### src/rtl/coil_hbridge_driver.sv
// ---------------------------------------------------------------------------
// coil_hbridge_driver
//
// Drives the four gates of a coil H-bridge from a decoded 4-bit amplitude and
// a current-direction flag. Provides 15-step PWM on the active high-side gate,
// a fixed all-off dead time on every polarity change, and a watchdog that
// latches a fault when a drive phase lasts too long.
//
// Ports:
//   CLK_IN            system clock
//   rst               synchronous, active-high reset
//   enable            bridge enable
//   positive_current  requested phase: 1 = A-high/B-low, 0 = B-high/A-low
//   amplitude[3:0]    duty request, 0..15 (duty = amplitude/15)
//   HA, LA            leg A high-side / low-side gate
//   HB, LB            leg B high-side / low-side gate
//   fault             sticky watchdog fault, cleared by dropping enable
//   state_dbg[2:0]    current state encoding
//
// Every gate is a register loaded from a decode of the next state. Each drive
// state asserts exactly one low-side gate and can only ever assert the
// high-side gate of the opposite leg, so no state can produce shoot-through.
// ---------------------------------------------------------------------------
module coil_hbridge_driver #(
    parameter int PRESCALE  = 4,       // CLK_IN cycles per PWM tick
    parameter int DEAD_TIME = 8,       // all-off cycles between drive phases
    parameter int WATCHDOG  = 100000   // max cycles in one drive phase
) (
    input  logic       CLK_IN,
    input  logic       rst,
    input  logic       enable,
    input  logic       positive_current,
    input  logic [3:0] amplitude,
    output logic       HA,
    output logic       LA,
    output logic       HB,
    output logic       LB,
    output logic       fault,
    output logic [2:0] state_dbg
);

    localparam int WD_W   = $clog2(WATCHDOG);
    localparam int DEAD_W = $clog2(DEAD_TIME + 1);
    localparam int PS_W   = $clog2(PRESCALE + 1);

    localparam logic [WD_W-1:0]   WD_LAST   = WD_W'(WATCHDOG - 1);
    localparam logic [DEAD_W-1:0] DEAD_LAST = DEAD_W'(DEAD_TIME - 1);
    localparam logic [PS_W-1:0]   PS_LAST   = PS_W'(PRESCALE - 1);
    localparam logic [3:0]        PWM_LAST  = 4'd14;

    typedef enum logic [2:0] {
        OFF     = 3'd0,
        DEAD    = 3'd1,
        DRV_POS = 3'd2,
        DRV_NEG = 3'd3,
        FAULT   = 3'd4
    } state_t;

    state_t            state,    state_nxt;
    logic              tgt_pol,  tgt_nxt;
    logic [DEAD_W-1:0] dead_cnt, dead_nxt;
    logic [WD_W-1:0]   wd_cnt,   wd_nxt;
    logic [PS_W-1:0]   ps_cnt,   ps_nxt;
    logic [3:0]        pwm_cnt,  pwm_nxt;
    logic [3:0]        amp_q,    amp_nxt;
    logic              pwm_on_nxt;
    logic [3:0]        gates_nxt;   // {HA, LA, HB, LB}

    // ------------------------------------------------------------------
    // State and datapath registers
    // ------------------------------------------------------------------
    // NOTE: sequential state uses non-blocking assignments so every register
    // samples the values from before the edge, independent of statement order.
    always_ff @(posedge CLK_IN) begin
        if (rst) begin
            state          <= OFF;
            tgt_pol        <= 1'b1;
            dead_cnt       <= '0;
            wd_cnt         <= '0;
            ps_cnt         <= '0;
            pwm_cnt        <= '0;
            amp_q          <= '0;
            {HA, LA, HB, LB} <= 4'b0000;
            fault          <= 1'b0;
        end else begin
            state          <= state_nxt;
            tgt_pol        <= tgt_nxt;
            dead_cnt       <= dead_nxt;
            wd_cnt         <= wd_nxt;
            ps_cnt         <= ps_nxt;
            pwm_cnt        <= pwm_nxt;
            amp_q          <= amp_nxt;
            {HA, LA, HB, LB} <= gates_nxt;
            fault          <= (state_nxt == FAULT);
        end
    end

    // ------------------------------------------------------------------
    // Next-state and counter logic
    // ------------------------------------------------------------------
    // NOTE: every signal assigned here gets a default first, so no path
    // through the case statement can leave one unassigned and infer a latch.
    always_comb begin
        state_nxt = state;
        tgt_nxt   = tgt_pol;
        dead_nxt  = dead_cnt;
        wd_nxt    = wd_cnt;
        ps_nxt    = ps_cnt;
        pwm_nxt   = pwm_cnt;
        amp_nxt   = amp_q;

        case (state)
            OFF: begin
                dead_nxt = '0;
                if (enable) begin
                    state_nxt = DEAD;
                    tgt_nxt   = positive_current;
                end
            end

            DEAD: begin
                if (!enable) begin
                    state_nxt = OFF;
                end else if (dead_cnt == DEAD_LAST) begin
                    // Start the new phase on a clean PWM period.
                    amp_nxt   = amplitude;
                    pwm_nxt   = '0;
                    ps_nxt    = '0;
                    wd_nxt    = '0;
                    dead_nxt  = '0;
                    state_nxt = tgt_pol ? DRV_POS : DRV_NEG;
                end else begin
                    dead_nxt = dead_cnt + 1'b1;
                end
            end

            DRV_POS, DRV_NEG: begin
                // PWM runs only while driving; amplitude is resampled at the
                // period wrap so a mid-period change never truncates a pulse.
                if (ps_cnt == PS_LAST) begin
                    ps_nxt = '0;
                    if (pwm_cnt == PWM_LAST) begin
                        pwm_nxt = '0;
                        amp_nxt = amplitude;
                    end else begin
                        pwm_nxt = pwm_cnt + 1'b1;
                    end
                end else begin
                    ps_nxt = ps_cnt + 1'b1;
                end

                if (!enable) begin
                    state_nxt = OFF;
                end else if (wd_cnt == WD_LAST) begin
                    state_nxt = FAULT;
                end else if (positive_current != (state == DRV_POS)) begin
                    state_nxt = DEAD;
                    tgt_nxt   = positive_current;
                    dead_nxt  = '0;
                end else begin
                    wd_nxt = wd_cnt + 1'b1;
                end
            end

            FAULT: begin
                if (!enable) begin
                    state_nxt = OFF;
                end
            end

            default: state_nxt = OFF;
        endcase
    end

    // ------------------------------------------------------------------
    // Gate decode from the next state, so the gate registers change on the
    // same edge as the state register.
    // ------------------------------------------------------------------
    always_comb begin
        pwm_on_nxt = (pwm_nxt < amp_nxt);
        case (state_nxt)
            DRV_POS: gates_nxt = {pwm_on_nxt, 1'b0, 1'b0, 1'b1};
            DRV_NEG: gates_nxt = {1'b0, 1'b1, pwm_on_nxt, 1'b0};
            default: gates_nxt = 4'b0000;
        endcase
    end

    assign state_dbg = state;

endmodule

### config.mk
export PLATFORM = sky130hd
export DESIGN_NAME = coil_hbridge_driver
export DESIGN_NICKNAME = d
export VERILOG_FILES = /design/src/rtl/coil_hbridge_driver.sv
export SDC_FILE = /design/constraint.sdc
export NUM_CORES = 1
export LEC_CHECK = 0
export ABC_CLOCK_PERIOD_IN_PS = 3650
export BUFFER_PORTS_ARGS = -buffer_cell sky130_fd_sc_hd__buf_2
export CAP_MARGIN = 20
export CORE_MARGIN = 2
export CORE_UTILIZATION = 30
export DETAILED_ROUTE_END_ITERATION = 7
export PLACE_DENSITY = 0.55
export SETUP_SLACK_MARGIN = 0.4
export SLEW_MARGIN = 20
export SYNTH_ARGS = -nofsm -noshare
export SYNTH_HDL_FRONTEND = slang
export SYNTH_SLANG_ARGS = --single-unit
### constraint.sdc
create_clock -name CLK_IN -period 3.65 [get_ports CLK_IN]
set_clock_uncertainty 0.2 [all_clocks]
set_input_delay 0.1825 -clock CLK_IN [delete_from_list [all_inputs] [get_ports CLK_IN]]
set_output_delay 0.1825 -clock CLK_IN [all_outputs]
set_load 0.1 [all_outputs]
[Yosys cells after proc, flatten, opt, wreduce, memory -nomap -nowiden]
Index checks and enable logic that the tools add are counted.
Storage, ports and cells
  bits in registers: 41
  input bits: 8
  output and inout bits: 8
  logic and storage cells: 86
Operators by class
  add/subtract/negate cells: 4
  $lt $le $gt $ge: 1
  eq/ne operators: 19
  mux-type cells: 41
  reductions and logical operators: 9
Operator list (count)
  2-to-1 mux 17 bit: 5
  2-to-1 mux 4 bit: 13
  case mux 17 bit (2 select lines): 1
  2-to-1 mux 3 bit: 10
  case mux 4 bit (2 select lines): 3
  adder 17 x 1 -> 17 bit (second input constant): 1
  equality test 17 bit (second input constant): 1
  equality test 3 x 2 -> 1 bit (second input constant): 5
  inequality test 2 bit (second input constant): 7
  case mux 3 bit (4 select lines): 1
  case mux 4 bit (3 select lines): 1
  AND reduction 5 bit: 2
  adder 4 x 1 -> 4 bit (second input constant): 2
  equality test 3 bit (second input constant): 2
  case mux 3 bit (2 select lines): 1
  AND reduction 6 bit: 1
  2-to-1 mux 1 bit: 5
  equality test 4 x 3 -> 1 bit (second input constant): 1
  equality test 4 bit (second input constant): 1
  less-than comparator 4 bit: 1
  nonzero test 2 bit: 2
  adder 3 x 1 -> 3 bit (second input constant): 1
  equality test 3 x 1 -> 1 bit (second input constant): 1
  zero test 3 bit: 1
  5 further kinds: 5

[Depth between registers and ports, before layout]
Gate-level depths: netlist (run 1).
  depth after elaboration: 8
  depth in mapped cells: 11
  gate-level depth less buffers: 11

[Least setup slack after synthesis (run 1)]
No wires, ideal clock.
  kind: register to register
  from: reg state[1] (netlist: state_dbg[1])
  to: reg HB
  library setup time: 0.080 ns
  arrival time: 2.855 ns
  required time: 3.370 ns
  setup slack: 0.515 ns
  stages on the path, launching flop included: 8
  path buffers: 0
  period minus slack after synthesis: 3.135 ns
  cells stage by stage: dfxtp_1 -> nand4bb_1 -> o22ai_1 -> mux2i_1 -> ha_1 -> a211o_1 -> o32ai_1 -> nor3b_1
On the way
  word-level cells in the longest chain between the ends: 8
  elaborated cells between the ends (all ways): 21
  classes of those cells: order compare: 1; eq/ne: 7; mux: 11; reduce/logical: 2
Ends and longest elaborated chain
  from (decl): RTL line 59  | state_t state, state_nxt;
  from (signal assigned): RTL line 86  | state <= state_nxt;
  equality test 3 x 2 -> 1 bit: RTL line 112, 156
  inequality test 1 bit: RTL line 156  | end else if (positive_current != (state == DRV_POS)) begin
  2-to-1 mux 3 bit: RTL line 156
  2-to-1 mux 3 bit: RTL line 154  | end else if (wd_cnt == WD_LAST) begin
  2-to-1 mux 3 bit: RTL line 152  | if (!enable) begin
  case mux 3 bit (4 select lines): RTL line 112  | case (state)
  equality test 3 x 2 -> 1 bit: RTL line 181  | case (state_nxt)
  case mux 4 bit (2 select lines) *: RTL line 181
  to (signal assigned): RTL line 93  | {HA, LA, HB, LB} <= gates_nxt;
  to (decl): RTL line 36  | output logic HB,
Mark *: on every way between the ends. The rest lies on a longest branch, timed or not.
A chain may end at the register's enable or synchronous reset.

[Worst setup path after layout (run 1)]
  from: reg state[1] (netlist: state_dbg[1])
  to: reg HB
On the way
  elaborated cells between the ends (all ways): 21
  classes of those cells: order compare: 1; eq/ne: 7; mux: 11; reduce/logical: 2
RTL lines
  equality test 3 x 2 -> 1 bit: RTL line 112
  OR reduction 2 bit: RTL line 112
  case mux 4 bit (2 select lines) *: RTL line 112
  net pwm_nxt[3]: RTL line 64  | logic [3:0] pwm_cnt, pwm_nxt;
  less-than comparator 4 bit *: RTL line 180  | pwm_on_nxt = (pwm_nxt < amp_nxt);
  case mux 4 bit (2 select lines) *: RTL line 181
Mark *: on every way through the listed nets, which the timed path passes. The rest lies on a longest branch.

==> summary.md, run 1 <==
| Metric | Value |
|---|---|
| WL per Instance | `12.6 µm` |
| Top post-synthesis cells by area | `dfxtp_1 (37%), nor2_1 (4.6%), ha_1 (4.5%)` |
| Mean Syn Cell Area | `8.78 µm²` |
| CP required | `3.66 ns` |
| Period minus WS final | `2.90 ns` |
| Worst Path Max Fanout | `18` |
| Die width | `89.9 µm` |
| Xor/xnor cell area share of the yosys netlist | `0.0198` |
| Register area share after synthesis | `0.371` |
| H-tree levels | `2` |
| Max Cap Viol | `0` |
| Area of the multi-input gates | `0.00128 mm²` |
| Largest family of logic cells by synthesized area | `simple AND/OR/NAND/NOR gates` |
| Hold WC Path Type | `in2reg` |
| Post-synth EDFFs | `0` |
| Die area | `0.00808 mm²` |
| Max Root-Sink Buffers | `2` |
| Fin cells | `366` |
| Hold Vio Cnt, Final | `0` |
| Worst slew margin | `0.510` |
| Worst skew pair latency | `0.29 ns` |
| Vias in the first global route | `1,835` |
| WHS Endpoint | `state_dbg[2]$_SDFF_PP0_` |
| Syn Nets | `268` |
| Async S/R FF share, synth | `0` |
| Fill cells | `779` |
| Final net count | `282` |
| CP arrival | `2.91 ns` |
| Ant diodes | `0` |
| Yosys top cell by area | `dfxtp_1` |
| Compound-Gate Fraction of Synth Area | `0.194` |
| RSZ-0062 raised after global routing | `false` |
| GRT Overall Usage | `0.119` |
| CTS tree | `yes` |
| Synthesized area | `0.00221 mm²` |
| GR Overflow Total | `0` |
| Final setup fails | `0` |
| VDD IR max | `0.186 mV` |
| Core area | `0.00721 mm²` |
| Reg2reg start | `state_dbg[1]$_SDFF_PP0_` |
| CP Capture Type | `register` |
| WS Path Type | `reg2reg` |
| Most used DFF post-synth | `dfxtp_1` |
| Final Max Slew Viols | `0` |
| Number of remaining DRC errors | `0` |
| Setup Buffers After CTS | `0` |
| Layout area overhead | `12.7%` |
| Max Clk Rate | `345 MHz` |
| Top post-synthesis cells by count | `dfxtp_1 (41), nor2_1 (27), a21oi_1 (17)` |
| Post-synthesis mux area share | `0.0271` |
| PD cells | `350 mW/mm²` |
| Worst Tran Pin Value | `0.736 ns` |
| Hold Path Stages | `3` |
| Library cells used by synthesis | `50` |
| Post-Synth Adder-Cell Area | `0.0452` |
| Worst r2r dst | `HB$_SDFF_PP0_` |
| Flop-to-flop setup slack | `0.75 ns` |
| Fin util | `0.346` |
| Register area | `821 µm²` |
| Share of cells above drive strength 1 | `0.161` |
| Simple-Gate Fraction of Synth Area | `0.290` |
| Via/cell ratio | `5.09` |
| Gp weighted congestion | `0.813` |
| Port bufs | `15` |
| Worst-path clk slew | `0.08 ns` |
| Worst R2R Path Depth | `7` |
| 1st-iter DRT viols | `44` |
| Root buffer cell | `clkbuf_8` |
| Largest net degree at the start of global routing | `27` |
| Final antenna-violating net count | `0` |
| Dpl hpwl | `3.21 mm` |
| Starting Density | `0.307` |
| Dpl cells | `355` |
| Boundary Pins | `16` |
| TritonRoute pass-1 iters | `4` |
| Final period util | `0.794` |
| Global-route wire length before repair | `8.18 mm` |
| Worst setup SP type | `register` |
| Antenna violations before repair | `0` |
| Yosys top cell area share | `0.371` |
| Setup TNS | `0 ns` |
| Routed wire length | `4.62 mm` |
| Hold path start | `enable` |
| #FFs+latches synth | `41` |
| Yosys warning count | `0` |
| Count leader, synth | `dfxtp_1` |
| FP Rows | `31` |
| # clock sinks | `41` |
| Die H | `89.9 µm` |
| CTS Buf Count | `5` |
| Synthesized instance count | `252` |
| P_leak | `0.852 nW` |
| Status | `completed` |
| Via Count | `1,864` |
[final cells by class]
cell class	instances	share of cell area
repair buffers	19	0.0452
clock inverters	1	0.0120
well taps	99	0.0497
inverters	10	0.0151
clock buffers	7	0.0346
multi-input cells	189	0.514
flip-flops and latches	41	0.329
[placed cells by master, fill, tap and decap left out, types with 8 or more instances in the layout]
cell type  count
nand2_1       16
a21oi_1       17
inv_1         10
o21ai_0        9
buf_2         15
o31ai_1       11
dfxtp_1       41
nor2_1        27
nand3_1       12
ha_1           8
[cells by family after synthesis]
family                     after synthesis
AOI/OAI and AO/OA                       60
xor gates and xnor gates                 5
adders and majority gates                8
buffers and inverters                   22
DFF                                     41
muxes                                    6
and+or+nand+nor                        110
[sequential cells by signal (all words and copies together) (netlist names)]
| name | flops |
|---|---|
| ps_cnt | 3 |
| LB | 1 |
| HA | 1 |
| dead_cnt | 4 |
| state_dbg | 3 |
| wd_cnt | 17 |
| pwm_cnt | 4 |
| tgt_pol | 1 |
| amp_q | 4 |
| HB | 1 |
| LA | 1 |
| fault | 1 |
[what timing repair did]
item | in CTS | in global routing
hold buffers | 3 | 0
resized for setup | 0 | 1
endpoints found under the hold margin | 3 | 0
endpoints found under the setup margin | 0 | 1
[where the power goes]
group / leakage [nW] / switching (W) / internal [W]
Clock: 0.0585 / 0.000160 / 0.000223
Sequential: 0.331 / 0.00000289 / 0.000448
Combinational: 0.463 / 0.0000258 / 0.0000134
Total: 0.852 / 0.000189 / 0.000685
[stage by stage]
step	power (W)	instance area [µm²]	hold WS, ns	setup slack [ns]
after CTS	0.000883	2490	0.0623	0.677
after floorplan	0.000488	2210	0.155	0.515
after global placement	0.000499	2340	0.259	0.850
final	0.000874	2490	0.0604	0.751
after global routing	0.000913	2490	0.0899	0.484
after detailed placement	0.000499	2340	0.261	0.719
[critical path, stage by stage, from the launching register on]
cell and delay, ns:
dfxtp_1 0.69, nor4bb_1 0.57, nand3_1 0.13, o21ai_0 0.18, ha_1 0.31, a211o_1 0.25
o32ai_1 0.26, nor3b_1 0.22
[layer usage]
layer	wire length [µm]	part of all wire	track usage	up-vias
met2	2160	0.47	0.201	25
met4	10	0.0022	0.0282	0
met5	0	0	0	-
met3	194	0.042	0.0386	2
met1	2250	0.49	0.148	880
li1	-	-	-	957
[how the worst max path moves through the flow]
stage / endpoint / slack [ns] / startpoint / cells past startpoint
2_1_floorplan: HB$_SDFF_PP0_ / 0.51 / state_dbg[1]$_SDFF_PP0_ / 7
3_3_place_gp: HB$_SDFF_PP0_ / 0.85 / state_dbg[1]$_SDFF_PP0_ / 7
3_5_place_dp: HB$_SDFF_PP0_ / 0.72 / state_dbg[1]$_SDFF_PP0_ / 7
4_1_cts: HB$_SDFF_PP0_ / 0.68 / state_dbg[1]$_SDFF_PP0_ / 7
5_1_grt: HB$_SDFF_PP0_ / 0.48 / dead_cnt[0]$_SDFFE_PP0P_ / 9
6_report: HB$_SDFF_PP0_ / 0.75 / state_dbg[1]$_SDFF_PP0_ / 7
Power figures use the tool's default switching activity.
==> run 2: changes to the inputs <==
Settings changed: ABC_CLOCK_PERIOD_IN_PS 3650 to 2660, PLACE_DENSITY 0.55 to 0.57.
Clock period 3.65 ns to 2.66 ns, I/O delays scaled along.
==> run 2 against run 1 <==
Against the previous run: cell count up 6.6%; global-route usage up 1.2 points; via count up 6.0%; first-iteration DRC count up 41%; sequential share of layout area down 3.0 points; register-to-register slack worse by 0.53 ns; sequential power up 36%; wire length up 7.9%; power up 29%; critical path type unchanged; critical endpoint is now wd_cnt[11]$_SDFFE_PP0P_.
==> summary.md, run 2 (same netlist as run 1, synthesis figures left out) <==
| Metric | Value |
|---|---|
| Power share of the sequential group | `0.545 (+0.029)` |
| Starting Density | `0.307 (unchanged)` |
| Port bufs | `15 (unchanged)` |
| Reg2reg start | `dead_cnt[1]$_SDFFE_PP0P_` |
| PD cells | `395 mW/mm² (+13%)` |
| Final setup margin | `0.218 ns (-0.532 ns)` |
| CTS Buf Count | `5 (unchanged)` |
| Hold WC Path Type | `in2reg` |
| Worst slew margin | `0.672 (+0.162)` |
| Max Root-Sink Buffers | `2 (unchanged)` |
| Die area | `0.00808 mm² (unchanged)` |
| GR Overflow Total | `0 (unchanged)` |
| Root buffer cell | `clkbuf_8` |
| Max reg flops | `17 (unchanged)` |
| FP Rows | `31 (unchanged)` |
| Die H | `89.9 µm (unchanged)` |
| CP required | `2.68 ns (-0.98 ns)` |
| WS Path Type | `reg2reg` |
| Final antenna-violating net count | `0 (unchanged)` |
| Boundary Pins | `16 (unchanged)` |
| Hold Vio Cnt, Final | `0 (unchanged)` |
| TritonRoute pass-1 iters | `4 (unchanged)` |
| Status | `completed` |
| Layout area overhead | `28.7%` |
| Tot Pwr | `0.00113 W (+29%)` |
| Worst r2r dst | `wd_cnt[11]$_SDFFE_PP0P_` |
| Antenna violations before repair | `0 (unchanged)` |
| Worst skew pair latency | `0.29 ns (about the same)` |
| Gp weighted congestion | `0.840 (+3.3%)` |
| Final Max Slew Viols | `0 (unchanged)` |
| Most common cell after layout, fill and taps aside | `dfxtp_1` |
| Worst setup SP type | `register` |
| P_leak | `0.991 nW (+16%)` |
| GRT Overall Usage | `0.132 (+0.0124)` |
| VDD IR max | `0.262 mV (+40%)` |
| Worst-path clk slew | `0.08 ns (about the same)` |
| Global-route wire length before repair | `8.79 mm (+7.4%)` |
| Max Cap Viol | `0 (unchanged)` |
| Ant diodes | `0 (unchanged)` |
| 1st-iter DRT viols | `62 (+41%)` |
| Number of remaining DRC errors | `0 (unchanged)` |
| RSZ-0062 raised after global routing | `true` |
| # clock sinks | `41 (unchanged)` |
| Via Count | `1,976 (+6.0%)` |
| Vias in the first global route | `1,946 (+6.0%)` |
| Hold path start | `amplitude[3]` |
| Die width | `89.9 µm (unchanged)` |
| Most frequent cells in the layout | `dfxtp_1 (29), nor2_1 (26), buf_4 (23)` |
| Switching power | `0.000259 W (+37%)` |
| Period minus WS final | `2.44 ns (-0.458 ns)` |
| Logic pwr share | `0.054 (+0.009)` |
| Final net count | `306 (+8.5%)` |
| Placed inst area | `0.00249 mm² (+6.5%)` |
| H-tree levels | `2 (unchanged)` |
| Max Clk Rate | `410 MHz (+19%)` |
| Worst R2R Path Depth | `8 (+1)` |
| WHS Endpoint | `amp_q[3]$_SDFF_PP0_` |
| Place WS | `-0.00304 ns (-0.722 ns)` |
| Dpl hpwl | `3.32 mm (+3.3%)` |
| Via/cell ratio | `5.07 (-0.52%)` |
| Worst Tran Pin Value | `0.496 ns (-0.240 ns)` |
| WL per Instance | `12.8 µm (+1.3%)` |
| CP startpoint | `dead_cnt[1]$_SDFFE_PP0P_` |
| CP arrival | `2.46 ns (-0.45 ns)` |
| Internal power | `0.000867 W (+27%)` |
| Final period util | `0.918 (+0.124)` |
| Setup TNS | `0 ns (unchanged)` |
| Core area | `0.00721 mm² (unchanged)` |
| Largest Register | `wd_cnt` |
| Hold Path Stages | `4 (+1)` |
| Routed wire length | `4.98 mm (+7.9%)` |
| Clock share of power | `0.400 (-0.039)` |
| Sw frac | `0.230 (+0.0139)` |
| Share of cells above drive strength 1 | `0.333 (+0.172)` |
| Largest net degree at the start of global routing | `27 (unchanged)` |
| Final setup fails | `0 (unchanged)` |
| Final Instance Area | `0.00285 mm² (+14%)` |
| Worst Path Max Fanout | `26 (+8)` |
| CP Capture Type | `register` |
| Flop-to-flop setup slack | `0.22 ns (-0.53 ns)` |
| CTS tree | `yes` |
-- run 2: cell count changes in the layout (fill, tap and decap cells not counted), sizes merged --
cell	before	now
dlygate4sd3	3	2
buf	16	41
bufinv	1	0
clkinv	0	1
-- run 2: per-stage QoR --
stage	std cells	hold slack (ns)	util
floorplan	252	0.107	-
global placement	362	0.219	0.346
detailed placement	362	0.221	0.346
CTS	388	0.0194	0.389
global route	390	0.0555	0.395
finish	390	0.0219	0.395
-- run 2: worst max path at each step --
stage,endpoint,slack [ns]
3_3_place_gp,HB$_SDFF_PP0_,0.12
4_1_cts,HB$_SDFF_PP0_,0.23
6_report,wd_cnt[11]$_SDFFE_PP0P_,0.22
3_5_place_dp,HB$_SDFF_PP0_,-0.003
5_1_grt,HB$_SDFF_PP0_,0.07
2_1_floorplan,HB$_SDFF_PP0_,0.27
-- run 2: final cells by class --
cell class | count | area (µm²)
fill | 763 | 4370
sequential | 41 | 851
timing repair buffer | 43 | 310
clock buffer | 7 | 96.3
clock inverter | 1 | 5.00
inverter | 10 | 37.5
tap | 99 | 124
multi-input combinational | 189 | 1420
-- run 2: critical path: stages, from the launching register on --
cell,delay [ns]
dfxtp_4,0.37
ha_4,0.13
nand3b_1,0.14
buf_4,0.20
nor2_1,0.30
a21oi_4,0.06
buf_12,0.17
or4_2,0.63
a21oi_1,0.17
-- run 2: per-layer routing --
layer,vias to the layer above,GRT usage,share of wire
li1,999,-,-
met1,936,0.167,0.48
met2,30,0.217,0.46
met3,11,0.0293,0.033
met4,0,0.0538,0.022
met5,-,0,0
-- run 2: what timing repair did --
item / CTS / global route
setup endpoints to repair: 23 / 26
endpoints found under the hold margin: 2 / 0
pin swaps: 8 / 5
resized for setup: 21 / 8
buffers inserted: 16 / 2
hold buffers: 2 / 0
gates cloned: 0 / 0
-- run 2: power by group through the flow --
stage	clock (W)	combinational [W]	sequential [W]
CTS	0.000464	0.0000599	0.000615
global placement	0	0.0000565	0.000630
finish	0.000451	0.0000610	0.000614
global route	0.000489	0.0000674	0.000614
detailed placement	0	0.0000569	0.000630
floorplan	0	0.0000349	0.000636
